## config.mk

```make
export PLATFORM = sky130hd
export DESIGN_NAME = rom_port_arb
export DESIGN_NICKNAME = d
export VERILOG_FILES = /design/src/rtl/rom_port_arb.sv
export SDC_FILE = /design/constraint.sdc
export NUM_CORES = 1
export LEC_CHECK = 0
export CORE_ASPECT_RATIO = 2
export CORE_MARGIN = 8
export CORE_UTILIZATION = 31
export DETAILED_ROUTE_END_ITERATION = 10
export PLACE_DENSITY_LB_ADDON = 0.2
export SLEW_MARGIN = 40
export SYNTH_ARGS = -nofsm -noshare
export SYNTH_HDL_FRONTEND = slang
export SYNTH_SLANG_ARGS = --single-unit
```

## constraint.sdc

```tcl
create_clock -name clk -period 1.72 [get_ports clk]
set_input_delay 0.258 -clock clk [delete_from_list [all_inputs] [get_ports clk]]
set_output_delay 0.258 -clock clk [all_outputs]
set_load 0.01 [all_outputs]
```

## src/rtl/rom_port_arb.sv

```systemverilog
// rom_port_arb
// Arbiter and sequencer for the shared instruction-ROM port. Master 0 is the
// IFU fetch path, master 1 is the LSU constant-read path. One master is
// granted at a time (round-robin on ties), its address is registered and
// presented to the ROM until accepted, and the single returned word is routed
// back to the owner. Exactly one transaction is outstanding at any time.
//
// Optional feature macro: ROM_ARB_TIMEOUT_EN
//   When defined, a response watchdog counts cycles spent waiting for the ROM
//   and, after TIMEOUT_CYC cycles, completes the transaction with data 0 and a
//   timeout_err_o pulse. When undefined, the wait is unbounded and
//   timeout_err_o is tied low.
//
// Ports
//   clk, rst_n                  clock, asynchronous active-low reset
//   m0_req_valid_i/addr_i       fetch request
//   m0_req_ready_o              fetch request accepted this cycle
//   m0_rsp_valid_o/data_o       fetch response (1-cycle pulse)
//   m1_*                        same set for the LSU
//   rom_req_valid_o/addr_o      request to the ROM
//   rom_req_ready_i             ROM accepted the request
//   rom_rsp_valid_i/data_i      ROM response
//   timeout_err_o               watchdog fired (1-cycle pulse)
module rom_port_arb #(
  parameter int AW          = 32,
  parameter int DW          = 32,
  parameter int TIMEOUT_CYC = 64
) (
  input  logic          clk,
  input  logic          rst_n,
  input  logic          m0_req_valid_i,
  input  logic [AW-1:0] m0_req_addr_i,
  output logic          m0_req_ready_o,
  output logic          m0_rsp_valid_o,
  output logic [DW-1:0] m0_rsp_data_o,
  input  logic          m1_req_valid_i,
  input  logic [AW-1:0] m1_req_addr_i,
  output logic          m1_req_ready_o,
  output logic          m1_rsp_valid_o,
  output logic [DW-1:0] m1_rsp_data_o,
  output logic          rom_req_valid_o,
  output logic [AW-1:0] rom_addr_o,
  input  logic          rom_req_ready_i,
  input  logic          rom_rsp_valid_i,
  input  logic [DW-1:0] rom_rsp_data_i,
  output logic          timeout_err_o
);

  typedef enum logic [1:0] {
    IDLE = 2'd0,
    REQ  = 2'd1,
    RSP  = 2'd2
  } state_e;

  state_e        state_q, state_d;
  logic          owner_q, owner_d;
  logic          rr_ptr_q, rr_ptr_d;
  logic [AW-1:0] addr_q, addr_d;

  logic grant_vld;
  logic grant_sel;
  logic rsp_done;
  logic timeout_fire;

  // Grant selection: a lone requester wins outright, a tie goes to rr_ptr.
  always_comb begin
    grant_vld = (state_q == IDLE) && (m0_req_valid_i || m1_req_valid_i);
    grant_sel = (m0_req_valid_i && m1_req_valid_i) ? rr_ptr_q : m1_req_valid_i;
    rsp_done  = (state_q == RSP) && rom_rsp_valid_i;
  end

`ifdef ROM_ARB_TIMEOUT_EN
  localparam int CW = $clog2(TIMEOUT_CYC + 1);

  logic [CW-1:0] cnt_q, cnt_d;

  // The counter is zero in the first RSP cycle because it is held clear in
  // every other state; a genuine response in the limit cycle takes priority.
  always_comb begin
    cnt_d        = (state_q == RSP) ? cnt_q + 1'b1 : '0;
    timeout_fire = (state_q == RSP) && !rom_rsp_valid_i &&
                   (cnt_q == CW'(TIMEOUT_CYC));
  end

  always_ff @(posedge clk or negedge rst_n) begin
    if (!rst_n) begin
      cnt_q <= '0;
    end else begin
      cnt_q <= cnt_d;
    end
  end
`else
  always_comb begin
    timeout_fire = 1'b0;
  end
`endif

  // State and transaction registers.
  always_ff @(posedge clk or negedge rst_n) begin
    if (!rst_n) begin
      state_q  <= IDLE;
      owner_q  <= 1'b0;
      rr_ptr_q <= 1'b0;
      addr_q   <= '0;
    end else begin
      state_q  <= state_d;
      owner_q  <= owner_d;
      rr_ptr_q <= rr_ptr_d;
      addr_q   <= addr_d;
    end
  end

  // Next-state logic. A grant flips the preference away from the winner.
  always_comb begin
    state_d  = state_q;
    owner_d  = owner_q;
    rr_ptr_d = rr_ptr_q;
    addr_d   = addr_q;
    unique case (state_q)
      IDLE: begin
        if (grant_vld) begin
          state_d  = REQ;
          owner_d  = grant_sel;
          rr_ptr_d = ~grant_sel;
          addr_d   = grant_sel ? m1_req_addr_i : m0_req_addr_i;
        end
      end
      REQ: begin
        if (rom_req_ready_i) begin
          state_d = RSP;
        end
      end
      RSP: begin
        if (rsp_done || timeout_fire) begin
          state_d = IDLE;
        end
      end
      default: state_d = IDLE;
    endcase
  end

  // Output logic. Response data is broadcast to both masters and qualified
  // only by the owner's valid; a watchdog completion returns zero.
  always_comb begin
    m0_req_ready_o  = grant_vld && !grant_sel;
    m1_req_ready_o  = grant_vld && grant_sel;
    rom_req_valid_o = (state_q == REQ);
    rom_addr_o      = addr_q;
    m0_rsp_valid_o  = (rsp_done || timeout_fire) && !owner_q;
    m1_rsp_valid_o  = (rsp_done || timeout_fire) && owner_q;
    m0_rsp_data_o   = timeout_fire ? '0 : rom_rsp_data_i;
    m1_rsp_data_o   = timeout_fire ? '0 : rom_rsp_data_i;
    timeout_err_o   = timeout_fire;
  end

endmodule

```

# Word level (Yosys, flattened, before mapping)
# Index checks and enable logic that the tools add are counted.
dict set report word_totals {
  regBits 36
  input_bits 102
  out_inout_bits 102
  wordCells 29
}
dict set report classes {
  eq_ne 5
  muxes 6
  bitwise_logic 1
  reduce_logical 13
}
# operator count
set op_table {}
lappend op_table {{$mux 32} 1}
lappend op_table {{$logic_and 1x1->1} 7}
lappend op_table {{$mux 2} 3}
lappend op_table {{$pmux 2 s3} 1}
lappend op_table {{$ne 2x2->1 const B} 2}
lappend op_table {{$reduce_and 3->1} 1}
lappend op_table {{$eq 2x1->1 const B} 1}
lappend op_table {{$eq 2x2->1 const B} 1}
lappend op_table {{$logic_not 1->1} 2}
lappend op_table {{$logic_not 2->1} 1}
lappend op_table {{$ne 2x1->1 const B} 1}
lappend op_table {{$reduce_and 2->1} 1}
lappend op_table {{$logic_or 1x1->1} 1}
lappend op_table {{$mux 1} 1}
lappend op_table {{$not 1->1} 1}

# Depth between registers and ports, before layout
# Gate-level depths: netlist of the first run.
dict set report depth {
  depth_word 4
  ltp_mapped 5
  mapped_depth_nobuf 3
}

# Least setup slack after synthesis of the first run
# No wires, ideal clock.
dict set report synth_path {
  path_kind {reg2reg}
  start {register state_q[0]}
  end {register addr_q[13] (netlist: rom_addr_o[13])}
  setup_time_ns 0.126
  t_arrival_ns 1.295
  required_ns 1.594
  slack_ns 0.300
  stages_incl_launch_ff 6
  n_path_buf 2
  period_less_slack_ns 1.420
  cell_sequence {dfrtp_1 or2_1 buf_6 buf_8 o21a_1 a221o_1}
}
dict set report synth_via {
  elab_chain_len 3
}
# item line
set synth_lines {}
lappend synth_lines {{start: declaration} 55} ;# state_e state_q, state_d;
lappend synth_lines {{start signal: assignment} 106} ;# state_q <= state_d;
lappend synth_lines {{$logic_not 2->1 *} {67, 119}}
lappend synth_lines {{$logic_and 1x1->1} 67} ;# grant_vld = (state_q == IDLE) && (m0_req_valid_i || m1_req_valid_i);
lappend synth_lines {{$reduce_and 2->1 (no source line) *} n/a}
lappend synth_lines {{end signal: assignment} 109} ;# addr_q <= addr_d;
lappend synth_lines {{end: declaration} 58} ;# logic [AW-1:0] addr_q, addr_d;
# Mark *: on every way between the ends. The rest lies on a longest branch, timed or not.
# A chain may end at the register's enable or synchronous reset.

# Final worst setup path of the first run
dict set report layout_path {
  start {register state_q[1]}
  end {output m0_req_ready_o}
}
dict set report layout_via {
  elab_chain_len 3
}
# item line
set layout_lines {}
lappend layout_lines {{$logic_not 2->1} 67}
lappend layout_lines {{$logic_and 1x1->1} 67}
lappend layout_lines {{$logic_and 1x1->1} 145} ;# m0_req_ready_o = grant_vld && !grant_sel;
lappend layout_lines {{end: declaration} 33} ;# output logic m0_req_ready_o,
# No other way between the ends.

==> results.md, run 1 <==
- DRC Markers: 0
- Dpl cells: 327
- RSZ-0062 raised after global routing: no
- NumNets Final: 346
- Leak: 1.24 nW
- Tot GR Track Use: 0.142
- # IOs: 204
- Max Fclk: 615 MHz
- Commonest non-fill, non-tap cell in the layout: clkdlybuf4s50_1
- Finished Layout Cells: 335
- Setup violators final: 0
- Area post-placement: 2840 um2
- Worst Skew: 2.88 ps
- Fill cells: 734
- Crit path DAT: 1370 ps
- Initial antenna violation count: 0
- Required time worst endpoint: 1460 ps
- H-tree depth: 2
- Post-Synth Adder-Cell Area: 0
- Compound-Gate Fraction of Synth Area: 0.272
- Final Hold Fails: 0
- Post-synthesis xor/xnor area fraction: 0
- Maximum clock path buffer count: 2
- Seq cells post-synth: 36
- Core area: 6890 um2
- Max IR drop VDD: 0.627 mV
- Share of layout cells above drive strength 1: 0.0980
- Die Span X: 75.3 um
- Yosys cell types: 21
- Syn Area/Cell: 10.9 um2
- Die Area: 10100 um2
- Via density per instance: 4.93
- Largest net degree at the start of global routing: 37
- Final design area excluding fillers: 3000 um2
- Count of final max-slew check failures: 0
- Final GP Congestion: 0.736
- First-pass iteration count of the detailed router: 4
- ANT nets after route: 0
- Commonest cells after routing, fill and taps aside: clkdlybuf4s50_1, dfrtp_1, o21a_1, a221o_1, buf_4
- HP Class: primary input to asynchronous set/reset pin
- Simple-gate area share of the yosys netlist: 0.0333
- Mapped Area: 2180 um2
- Via count: 1651
- CTS Buf Count: 5
- Die Y: 135 um
- Synth warn: 0
- Sequential fraction of the synthesis area: 0.413
- DR iter-0 viols: 62
- Routed WL: 7120 um
- Vias in the first global route: 1782
- Tmin final: 1630 ps
- Synthesized Nets: 302
- CP max FO: 5
- Antenna cells: 0
- Mapped Cells: 200
- Clock Tree Root: clkbuf_16
- DP HPWL: 5230 um
- Grt total ovfl: 0
- WL per Instance: 21.3 um
- Clock slew at reported path FFs: 50 ps
- Clock Sinks: 36
- Initial Util: 0.316
- Postcts setup bufs: 0
- Synth-to-Final Area Change: 37.8%
- Max-cap viol count: 0
- Mux cell area share after synthesis: 0
- Worst setup EP type: output pin
- # rows: 43
- CTS tree: done
- First-pass GRT wire length: 10500 um
- P per Cell Area: 1710 nW/um2
- Design Power: 0.00513 W
- Largest family of logic cells by synthesized area: buffers and inverters
- Kind of critical path: register to output pin
- Status: complete, no violations
- Port bufs: 106
- Setup crit start kind: register
- Clk_lat worst skew: 280 ps
- Period utilization: 0.945
==> logic make-up (layout without fill, tap and decap cells) <==
family,Yosys count,count (layout)
buf+inv,81,126
compound gates,68,68
flops,36,36
simple gates,14,14
other cells,1,1
==> registers in the layout, summed over array words and instances, names as in the netlist <==
name / cells
rom_addr_o: 32
owner_q: 1
state_q: 2
rr_ptr_q: 1
==> metrics by stage <==
step	worst slack, ps	hold WS, ps	util	TNS [ps]
4_1_cts	19.5	43.7	0.436	0
3_3_place_gp	-131	349	0.412	-357
3_5_place_dp	-143	345	0.412	-641
2_1_floorplan	300	-37.6	-	0
5_1_grt	14.7	66.4	0.436	0
6_report	94.0	20.1	0.436	0
==> cell usage after synthesis, drive strengths merged <==
cell type,n,area share
a21o,1,0.0034
a221o,32,0.15
and3,2,0.0057
buf,78,0.27
clkbuf,2,0.0034
conb,1,0.0017
dfrtp,36,0.41
inv,1,0.0017
nand2,3,0.0052
nand2b,2,0.0057
nor2,3,0.0052
nor2b,1,0.0029
nor3,1,0.0023
nor3b,1,0.0034
o21a,32,0.11
o21ai,1,0.0023
o21ba,2,0.0092
or2,1,0.0029
==> report_power, final <==
group          internal, W  leakage (nW)  switching [W]
Combinational      0.00151         0.719        0.00108
Sequential         0.00126         0.443       0.000235
Clock             0.000682        0.0808       0.000354
==> worst paths after layout <==
| kind | startpoint | end | slack [ps] | cells past startpoint |
|---|---|---|---|---|
| max | state_q[1] | m0_req_ready_o | 90 | 3 |
| min | rst_n | state_q[1] | 20 | 2 |
| max reg2reg | state_q[0] | rom_addr_o[8] | 120 | 5 |
| min reg2reg | rr_ptr_q | rr_ptr_q | 530 | 1 |
| max in group asynchronous | rst_n | rom_addr_o[0] | 1350 | 2 |
| min in group clk | rom_rsp_data_i[19] | m0_rsp_data_o[19] | 520 | 0 |
==> critical path, cell delays in order (launching register included) <==
cell and delay [ps]:
dfrtp_1 430, nor2_2 130, and3_1 220, clkdlybuf4s15_1 310
==> final cells by class <==
cell class	instances	area, um2	area share
clock inverter	2	35.0	0.0117
clock buffer	6	129	0.0429
timing repair buffer	117	1150	0.382
inverter	1	3.75	0.00125
sequential	36	901	0.300
tap	90	113	0.0375
multi-input combinational	83	676	0.225
==> metal layers <==
| layer | vias up | track usage | share of wire |
|---|---|---|---|
| li1 | 745 | - | - |
| met1 | 804 | 0.145 | 0.35 |
| met2 | 60 | 0.246 | 0.54 |
| met3 | 42 | 0.0282 | 0.067 |
| met4 | 0 | 0.0948 | 0.043 |
| met5 | - | 0 | 0 |
==> what timing repair did <==
action / in CTS / in global routing
hold endpoints to repair: 0 / 0
endpoints found under the setup margin: 5 / 1
gates resized for setup: 7 / 1
hold buffers: 0 / 0
(Power assumes the default switching activity.)
==> inputs of run 2 (changes only) <==
Settings changed: CELL_PAD_IN_SITES_DETAIL_PLACEMENT set to 0, CELL_PAD_IN_SITES_GLOBAL_PLACEMENT set to 1, CORE_UTILIZATION 31 to 21, PLACE_DENSITY set to 0.92, PLACE_DENSITY_LB_ADDON 0.2 to not set.
==> results.md, run 2 (synthesis results as in run 1) <==
- Dpl cells: 374 (+14%)
- Pint: 0.00337 W (-2.4%)
- # IOs: 204 (unchanged)
- Postcts setup bufs: 0 (unchanged)
- Max IR drop VDD: 0.527 mV (-16%)
- RSZ-0062 raised after global routing: no
- Grt total ovfl: 0 (unchanged)
- Final design area excluding fillers: 3080 um2 (+2.5%)
- Die Y: 160 um (+19%)
- Sw Pwr: 0.00169 W (+0.89%)
- Tot GR Track Use: 0.110 (-0.0323)
- DR iter-0 viols: 49 (-21%)
- Finished Layout Cells: 383 (+14%)
- Synth-to-Final Area Change: 41.2%
- Setup WS pre-CTS: -219 ps (-76.0 ps)
- ANT nets after route: 0 (unchanged)
- WL per Instance: 20.4 um (-3.9%)
- Clock slew at reported path FFs: 60 ps (about the same)
- Commonest non-fill, non-tap cell in the layout: clkdlybuf4s50_1
- Commonest cells after routing, fill and taps aside: clkdlybuf4s50_1, dfrtp_1, o21a_1, a221o_1, buf_4
- Setup slack after layout: 68.9 ps (-25.1 ps)
- H-tree depth: 2 (unchanged)
- Design Power: 0.00506 W (-1.4%)
- Die Span X: 88.0 um (+17%)
- Max-cap viol count: 0 (unchanged)
- Share of layout cells above drive strength 1: 0.0968 (-0.00118)
- Max Fclk: 606 MHz (-1.5%)
- Core area: 10100 um2 (+47%)
- Largest net degree at the start of global routing: 22 (-41%)
- Routed WL: 7820 um (+9.8%)
- Vias in the first global route: 1936 (+8.6%)
- Required time worst endpoint: 1460 ps (about the same)
- CP max FO: 3 (-2)
- First-pass iteration count of the detailed router: 4 (unchanged)
- Clock power frac: 0.180 (-0.022)
- Antenna cells: 0 (unchanged)
- Combinational share of power: 0.526 (+0.020)
- First-pass GRT wire length: 11400 um (+8.6%)
- Initial Util: 0.215 (-0.102)
- Clock Sinks: 36 (unchanged)
- Switching Fraction: 0.333 (+0.00743)
- Initial antenna violation count: 0 (unchanged)
- NumNets Final: 349 (+0.87%)
- Crit path DAT: 1390 ps (+20 ps)
- CTS Buf Count: 5 (unchanged)
- Kind of critical path: primary input to output pin
- Setup violators final: 0 (unchanged)
- DP HPWL: 6360 um (+22%)
- Worst Skew: 5.86 ps (+2.98 ps)
- Final Hold Fails: 0 (unchanged)
- HP Class: primary input to asynchronous set/reset pin
- Final GP Congestion: 0.762 (+3.5%)
- Count of final max-slew check failures: 0 (unchanged)
- Clk_lat worst skew: 280 ps (about the same)
- Via density per instance: 4.44 (-9.9%)
- Die Area: 14100 um2 (+39%)
- Largest register FFs: 32 (unchanged)
- Setup crit start kind: primary input
- Clock Tree Root: clkbuf_16
- Period utilization: 0.960 (+0.0146)
- Sequential share of power: 0.294 (+0.002)
- Leak: 1.25 nW (+0.77%)
- P per Cell Area: 1640 nW/um2 (-3.7%)
- Via count: 1701 (+3.0%)
- Port bufs: 106 (unchanged)
- Area post-placement: 2920 um2 (+3.0%)
- # rows: 52 (+21%)
- CTS tree: done
- Tmin final: 1650 ps (+25.1 ps)
- DRC Markers: 0 (unchanged)
- Worst setup EP type: output pin
- Status: complete, no violations
- Maximum clock path buffer count: 2 (unchanged)
## run 2: cell count changes in the layout (fill, tap and decap cells not counted), sizes merged
| cell | previous run | this run |
|---|---|---|
| buf | 12 | 14 |
| clkbuf | 6 | 8 |
| bufinv | 1 | 0 |
| clkinv | 1 | 0 |
| dlygate4sd3 | 0 | 1 |
## run 2: final cells by class
cell class                      instances  area [um2]
Sequential cell                        36         901
Clock buffer                            8         146
Inverter                                1        3.75
Tap cell                              135         169
Multi-Input combinational cell         83         673
Timing Repair Buffer                  120        1180
Fill cell                            1073        7070
## run 2: routing by layer
| layer | vias to the layer above | global-route usage | part of all wire |
|---|---|---|---|
| li1 | 749 | - | - |
| met1 | 809 | 0.0908 | 0.30 |
| met2 | 92 | 0.202 | 0.53 |
| met3 | 51 | 0.0329 | 0.092 |
| met4 | 0 | 0.0892 | 0.070 |
| met5 | - | 0 | 0 |
## run 2: final timing paths
| path | start | to | slack [ps] | cells after the start |
|---|---|---|---|---|
| max | m0_req_valid_i | m1_req_ready_o | 70 | 4 |
| max reg2reg | state_q[0] | rom_addr_o[13] | 140 | 5 |
| min in group clk | rom_rsp_data_i[24] | m0_rsp_data_o[24] | 520 | 0 |
| max in group asynchronous | rst_n | rom_addr_o[0] | 790 | 3 |
| min reg2reg | rr_ptr_q | rr_ptr_q | 540 | 1 |
| min | rst_n | rom_addr_o[16] | 470 | 2 |
## run 2: through the flow
stage | hold WS, ps | setup TNS [ps] | utilization
floorplan | -37.6 | 0 | -
global placement | 218 | -3030 | 0.288
detailed placement | 221 | -2580 | 0.288
CTS | 478 | 0 | 0.303
global route | 503 | 0 | 0.303
finish | 475 | 0 | 0.303
## run 2: power groups by stage
stage / sequential (W) / clock (W) / combinational, W
2_1_floorplan: 0.00166 / 0 / 0.00145
3_3_place_gp: 0.00148 / 0 / 0.00267
3_5_place_dp: 0.00150 / 0 / 0.00273
4_1_cts: 0.00149 / 0.000955 / 0.00272
5_1_grt: 0.00153 / 0.000990 / 0.00287
6_report: 0.00149 / 0.000912 / 0.00266
## run 2: worst max-delay path, cell delays in order
cell and delay (ps):
clkdlybuf4s50_1 530, nand2b_1 70, and3_2 240, dlygate4sd2_1 290
## run 2: timing repair
item,4_1_cts,5_1_grt
endpoints found under the setup margin,5,1
resized for setup,6,1
hold buffers,1,0
hold endpoints to repair,15,0
==> inputs of run 3 (changes only) <==
--- a/config.mk
+++ b/config.mk
@@ -13,2 +13,3 @@
 export DETAILED_ROUTE_END_ITERATION = 10
+export MAX_ROUTING_LAYER = met4
 export PLACE_DENSITY = 0.92
==> constraint.sdc (replaced) <==
create_clock -name clk -period 1.72 [get_ports clk]
set_input_delay 0.344 -clock clk [delete_from_list [all_inputs] [get_ports clk]]
set_output_delay 0.344 -clock clk [all_outputs]
set_load 0.01 [all_outputs]
==> results.md, run 3 <==
- Syn Area/Cell: 10.9 um2 (unchanged)
- Largest net degree at the start of global routing: 22 (unchanged)
- Vias in the first global route: 2008 (+3.7%)
- Dominant cell type by area after synthesis: dfrtp_1
- Synth Flop Type: dfrtp_1
- CTS Buf Count: 5 (unchanged)
- H-tree depth: 2 (unchanged)
- Grt total ovfl: 0 (unchanged)
- Top-area cell type share of the netlist area: 0.413 (unchanged)
- Sequential fraction of the synthesis area: 0.413 (unchanged)
- Port bufs: 106 (unchanged)
- Synthesized Nets: 302 (unchanged)
- Final GP Congestion: 0.751 (-1.5%)
- Tot GR Track Use: 0.113 (+0.00297)
- Maximum clock path buffer count: 2 (unchanged)
- Die Span X: 88.0 um (unchanged)
- Compound-Gate Fraction of Synth Area: 0.272 (unchanged)
- Count leader, synth: buf_4
- Dpl cells: 372 (-0.53%)
- Run Error: [ERROR DRT-0255] Maze Route cannot find path of net clk in worker of routeBox ( 48300 0 ) ( 88040 48300 ).
- Mapped Cells: 200 (unchanged)
- Halt Stage: 5_2_route
- Clock Tree Root: clkbuf_16
- Initial antenna violation count: 0 (unchanged)
- GR repair worst EP: m0_req_ready_o
- Status: aborted with a tool error
- Post-synthesis xor/xnor area fraction: 0 (unchanged)
- Async SR Flop Fraction: 1.00 (unchanged)
- DP HPWL: 6330 um (-0.38%)
- First-pass GRT wire length: 11600 um (+0.90%)
- Seq cells post-synth: 36 (unchanged)
- Mux cell area share after synthesis: 0 (unchanged)
- Largest family of logic cells by synthesized area: buffers and inverters
- # rows: 52 (unchanged)
- Synth warn: 0 (unchanged)
- Mapped Area: 2180 um2 (unchanged)
- Post-Synth Adder-Cell Area: 0 (unchanged)
- Initial Util: 0.215 (unchanged)
- Area contributors post-synth: dfrtp_1, buf_4, a221o_1
- Worst endpoint type: top-level output
- EDFF count, synth: 0 (unchanged)
- Simple-gate area share of the yosys netlist: 0.0333 (unchanged)
- Die Y: 160 um (unchanged)
- # IOs: 204 (unchanged)
- Yosys cell types: 21 (unchanged)
- Synth cell count leaders: buf_4, dfrtp_1, a221o_1, o21a_1, buf_2
- Clock Sinks: 36 (unchanged)
[run 3: cell counts after synthesis]
Identical to the previous run, type by type.
[run 3: what timing repair did]
item	CTS	global route
resized for setup	14	4
pin swaps	0	0
buffers inserted	0	0
setup endpoints to repair	5	4
hold endpoints to repair	0	0
hold buffers	0	0
[run 3: layer usage]
layer and track usage:
met1 0.0868, met2 0.207, met3 0.0314, met4 0.0908, met5 -
[run 3: cells by family after synthesis]
kind of cell	count (synthesis)
AOI/OAI and AO/OA	68
and+or+nand+nor	14
buffers and inverters	81
DFF	36
other	1
[run 3: metrics by stage]
stage	setup WS (ps)	util	instance area (um2)	TNS (ps)	hold WS, ps
2_1_floorplan	300	-	2180	0	48.4
3_3_place_gp	-432	0.288	2920	-6940	300
3_5_place_dp	-414	0.288	2920	-6720	308
4_1_cts	10.5	0.305	3090	0	5.17
5_1_grt	-6.40	0.305	3100	-6.40	15.3
==> inputs of run 4 (changes only) <==
Settings changed: CELL_PAD_IN_SITES_DETAIL_PLACEMENT 0 to not set, CELL_PAD_IN_SITES_GLOBAL_PLACEMENT 1 to not set, CORE_ASPECT_RATIO 2 to not set, CORE_UTILIZATION 21 to 20, MAX_ROUTING_LAYER met4 to not set, PLACE_DENSITY 0.92 to not set, PLACE_DENSITY_LB_ADDON set to 0.15.
==> results.md, run 4 (synthesis results as in run 1) <==
- Share of layout cells above drive strength 1: 0.118
- Fill cells: 1157
- Sw Pwr: 0.00165 W
- DRC Markers: 0
- Vias in the first global route: 2006 (-0.10%)
- Critical Path, Cell by Cell: clkdlybuf4s50_1 > and3_4 > clkdlybuf4s15_1
- Core area: 10700 um2
- Final GP Congestion: 0.665 (-11%)
- Max Fclk: 609 MHz
- Area post-placement: 2930 um2 (+0.39%)
- Postcts setup bufs: 0 (unchanged)
- Clock slew at reported path FFs: 70 ps
- Maximum clock path buffer count: 2 (unchanged)
- TNS Setup: 0 ps
- Die Y: 120 um (-25%)
- CP max stage delay: 500 ps
- Clock Tree Root: clkbuf_8
- Clk_lat worst skew: 280 ps
- Grt total ovfl: 0 (unchanged)
- Commonest non-fill, non-tap cell in the layout: clkdlybuf4s50_1
- Worst setup EP type: output pin
- Max IR drop VDD: 0.484 mV
- Hold WS: 457 ps
- Largest net degree at the start of global routing: 34 (+55%)
- Final Hold Fails: 0
- Die Span X: 120 um (+37%)
- Initial antenna violation count: 0 (unchanged)
- H-tree depth: 2 (unchanged)
- Clock Sinks: 36 (unchanged)
- Port bufs: 106 (unchanged)
- NumNets Final: 347
- Antenna cells: 0
- RSZ-0062 raised after global routing: yes
- Worst Skew: 2.92 ps
- Via count: 1615
- Slowest CP cell: clkdlybuf4s50_1
- Initial Util: 0.203 (-0.0119)
- Final design area excluding fillers: 3040 um2
- Max-cap viol count: 0
- CTS Buf Count: 5 (unchanged)
- P per Cell Area: 1590 nW/um2
- Setup WS pre-CTS: -326 ps (+87.2 ps)
- # IOs: 204 (unchanged)
- Period utilization: 0.955
- Largest register FFs: 32
- Count of final max-slew check failures: 0
- Setup violators final: 0
- Reg area: 901 um2
- Switching Fraction: 0.342
- Sequential share of power: 0.308
- Tot GR Track Use: 0.0984 (-0.0145)
- Tmin final: 1640 ps
- ANT nets after route: 0
- Leak: 1.21 nW
- Die Area: 14500 um2
- Required time worst endpoint: 1380 ps
- DR iter-0 viols: 60
- Kind of critical path: primary input to output pin
- # rows: 38 (-27%)
- First-pass GRT wire length: 11200 um (-3.2%)
- HP Class: primary input to asynchronous set/reset pin
- First-pass iteration count of the detailed router: 4
- CP max FO: 3
- Commonest cells after routing, fill and taps aside: clkdlybuf4s50_1, dfrtp_1, o21a_1, a221o_1, buf_4
- Synth-to-Final Area Change: 39.4%
- CTS tree: done
- Finished Layout Cells: 385
- Dpl cells: 377 (+1.3%)
- Status: complete, no violations
- Setup slack after layout: 77.6 ps
- Via density per instance: 4.19
- Pint: 0.00317 W
- DP HPWL: 4940 um (-22%)
- Routed WL: 6950 um
- Clock power frac: 0.139
- Combinational share of power: 0.553
- Multi-input gate area: 692 um2
- WL per Instance: 18.1 um
- Setup crit start kind: primary input
- Crit path DAT: 1300 ps
-- run 4: critical path: cells and delay by family --
kind          cells  cell delay [ps]
buf+inv           2              740
simple gates      1              210
-- run 4: area by class of cell --
type / instances / area share
Sequential cell: 36 / 0.297
Inverter: 1 / 0.00124
Clock buffer: 7 / 0.0317
Tap cell: 140 / 0.0577
Timing Repair Buffer: 118 / 0.385
Multi-Input combinational cell: 83 / 0.228
-- run 4: through the flow --
stage / total power, W / util
after floorplan: 0.00311 / -
after global placement: 0.00422 / 0.273
after detailed placement: 0.00422 / 0.273
after CTS: 0.00495 / 0.284
after global routing: 0.00522 / 0.283
final: 0.00482 / 0.283
-- run 4: timing repair --
action / 4_1_cts / 5_1_grt
hold endpoints to repair: 8 / 0
endpoints found under the setup margin: 5 / 5
gates resized for setup: 11 / 8
hold buffers: 1 / 0
-- run 4: power by group through the flow --
stage	combinational (W)	sequential, W	clock (W)
2_1_floorplan	0.00145	0.00166	0
3_3_place_gp	0.00273	0.00149	0
3_5_place_dp	0.00272	0.00150	0
4_1_cts	0.00274	0.00149	0.000720
5_1_grt	0.00292	0.00155	0.000749
6_report	0.00267	0.00149	0.000670
-- run 4: metal layers --
layer,vias up,global-route usage,share of wire
li1,753,-,-
met1,770,0.113,0.41
met2,75,0.157,0.45
met3,17,0.0466,0.12
met4,0,0.0351,0.012
met5,-,0,0
-- run 4: worst paths after layout --
check,start,endpoint,slack (ps),cells past startpoint
setup reg to reg,state_q[0],rom_addr_o[31],140,5
min in group clk,rr_ptr_q,rr_ptr_q,550,1
hold / removal,rst_n,rom_addr_o[14],460,2
setup / recovery,m0_req_valid_i,m0_req_ready_o,80,3
hold reg to reg,rr_ptr_q,rr_ptr_q,550,1
max in group asynchronous,rst_n,rom_addr_o[1],750,3
==> edit: new RTL, settings of run 4 <==
Take the reset off `addr_q` and load it in a clocked block of its own.
--- a/src/rtl/rom_port_arb.sv
+++ b/src/rtl/rom_port_arb.sv
@@ -102,11 +102,13 @@
       owner_q  <= 1'b0;
       rr_ptr_q <= 1'b0;
-      addr_q   <= '0;
     end else begin
       state_q  <= state_d;
       owner_q  <= owner_d;
       rr_ptr_q <= rr_ptr_d;
-      addr_q   <= addr_d;
     end
+  end
+
+  always_ff @(posedge clk) begin
+    addr_q <= addr_d;
   end
 
Behaviour: not the same (a bounded check fails within 4 cycles, from zero or initial values and one cycle with rst_n low).
==> edit against run 4 <==
- total power decreased by 25%
- sequential cell count unchanged
- count of clock-buffer cells in the layout decreased by 2
- cell area increased by 2.1%
- register-to-register slack improved by 40 ps
- sequential power decreased by 5%
- routed wire length decreased by 17%
- clock skew increased by 8.1 ps
- setup slack got worse by 10 ps
- area after synthesis decreased by 0.17%
- critical path type unchanged
- critical endpoint unchanged
- highest routed layer unchanged
==> edit: results (changes against run 4) <==
stage,metric,value,unit,change
routing,met2 WL,2837,µm,-10%
yosys,Synth top cells by count,"buf_4 (65), edfxtp_1 (32), mux2_4 (29), dfrtp_1 (4)",,
placed_design,placed cell count,346,,-8.2%
placed_design,placed cell area,0.003015,mm²,+2.8%
global_routing,global-route wire length before repair,8466,µm,-24%
placed_design,placer congestion estimate,0.7647,,+15%
global_routing,GR Layer Usage met3,0.02564,,-0.02098
power_and_ir_drop,Leakage,1.196,nW,-1.5%
yosys,Mapped Cells,157,,-22%
timing,fin crit period,1652,ps,+10.03 ps
yosys,Post-Syn Nets,259,,-14%
placed_design,worst slack at placement,-318.7,ps,+7.643 ps
global_routing,met2 global-route usage,0.1313,,-0.02532
routing,WL met1,2023,µm,-30%
yosys,fraction of registers with async set/reset,0.1111,,-0.8889
yosys,Synth area leaders,"edfxtp_1 (44%), buf_4 (22%), mux2_4 (20%)",,
final_layout,layout cells sized above 1,0.2837,,+0.1654
global_routing,number of global-route vias before repair,1492,,-26%
critical_path,"Largest stage delay, worst path",520,ps,+20 ps
placed_design,dpl hpwl,4559,µm,-7.8%
global_routing,largest net degree at the start of global routing,21,,-38%
status,status,completed,,
yosys,synth unique cells,22,,+4.8%
global_routing,All-Layer GR Usage,0.07707,,-0.02128
global_routing,met1 GRT Util,0.07565,,-0.03743
critical_path,worst r2r dst,rom_addr_o[0],,
timing,WHS,250.0,ps,-206.8 ps
critical_path,worst r2r src,rr_ptr_q,,
routing,Routed WL per cell,16.21,µm,-10%
yosys,register area share after synthesis,0.4876,,+0.07432
clocking,post-CTS sizing,13,,+2
clocking,"Reg clk slew, reported paths",90,ps,+20 ps
routing,routed length on met3,533,µm,-36%
routing,Avg Vias per Cell,3.623,,-14%
power_and_ir_drop,PD cells,1169,mW/mm²,-26%
power_and_ir_drop,Seq group,1.42,mW,-5%
critical_path,R2R Setup Slk,180,ps,+40 ps
yosys,Post-synth EDFFs,32,,+32
[edit: cell types whose count changed in the layout (fill, tap and decap cells not counted), moves of 3 or more]
cell | run 4 | this run
dfrtp_1 | 36 | 3
mux2_2 | 0 | 3
mux2_4 | 0 | 29
edfxtp_1 | 0 | 32
o21a_1 | 32 | 0
a221o_1 | 32 | 0
[edit: worst max-delay path, delay by kind of cell]
kind	cells	cell delay [ps]
AOI/OAI and AO/OA	1	120
buffers and inverters	2	760
and+or+nand+nor	1	80
[edit: area by class of cell]
type,instances,area (µm²)
Multi-Input combinational cell,52,593.1
Clock inverter,3,13.76
Timing Repair Buffer,119,1187
Tap cell,140,175.2
Fill cell,1153,7645
Sequential cell,36,1062
Clock buffer,5,68.82
[edit: kinds of logic after synthesis]
kind of cell / count (synthesis) / share of synthesized area
buf+inv: 69 / 0.2415
flops: 36 / 0.4876
other cells: 1 / 0.001723
simple gates: 12 / 0.03220
mux: 32 / 0.2156
compound gates: 7 / 0.02128
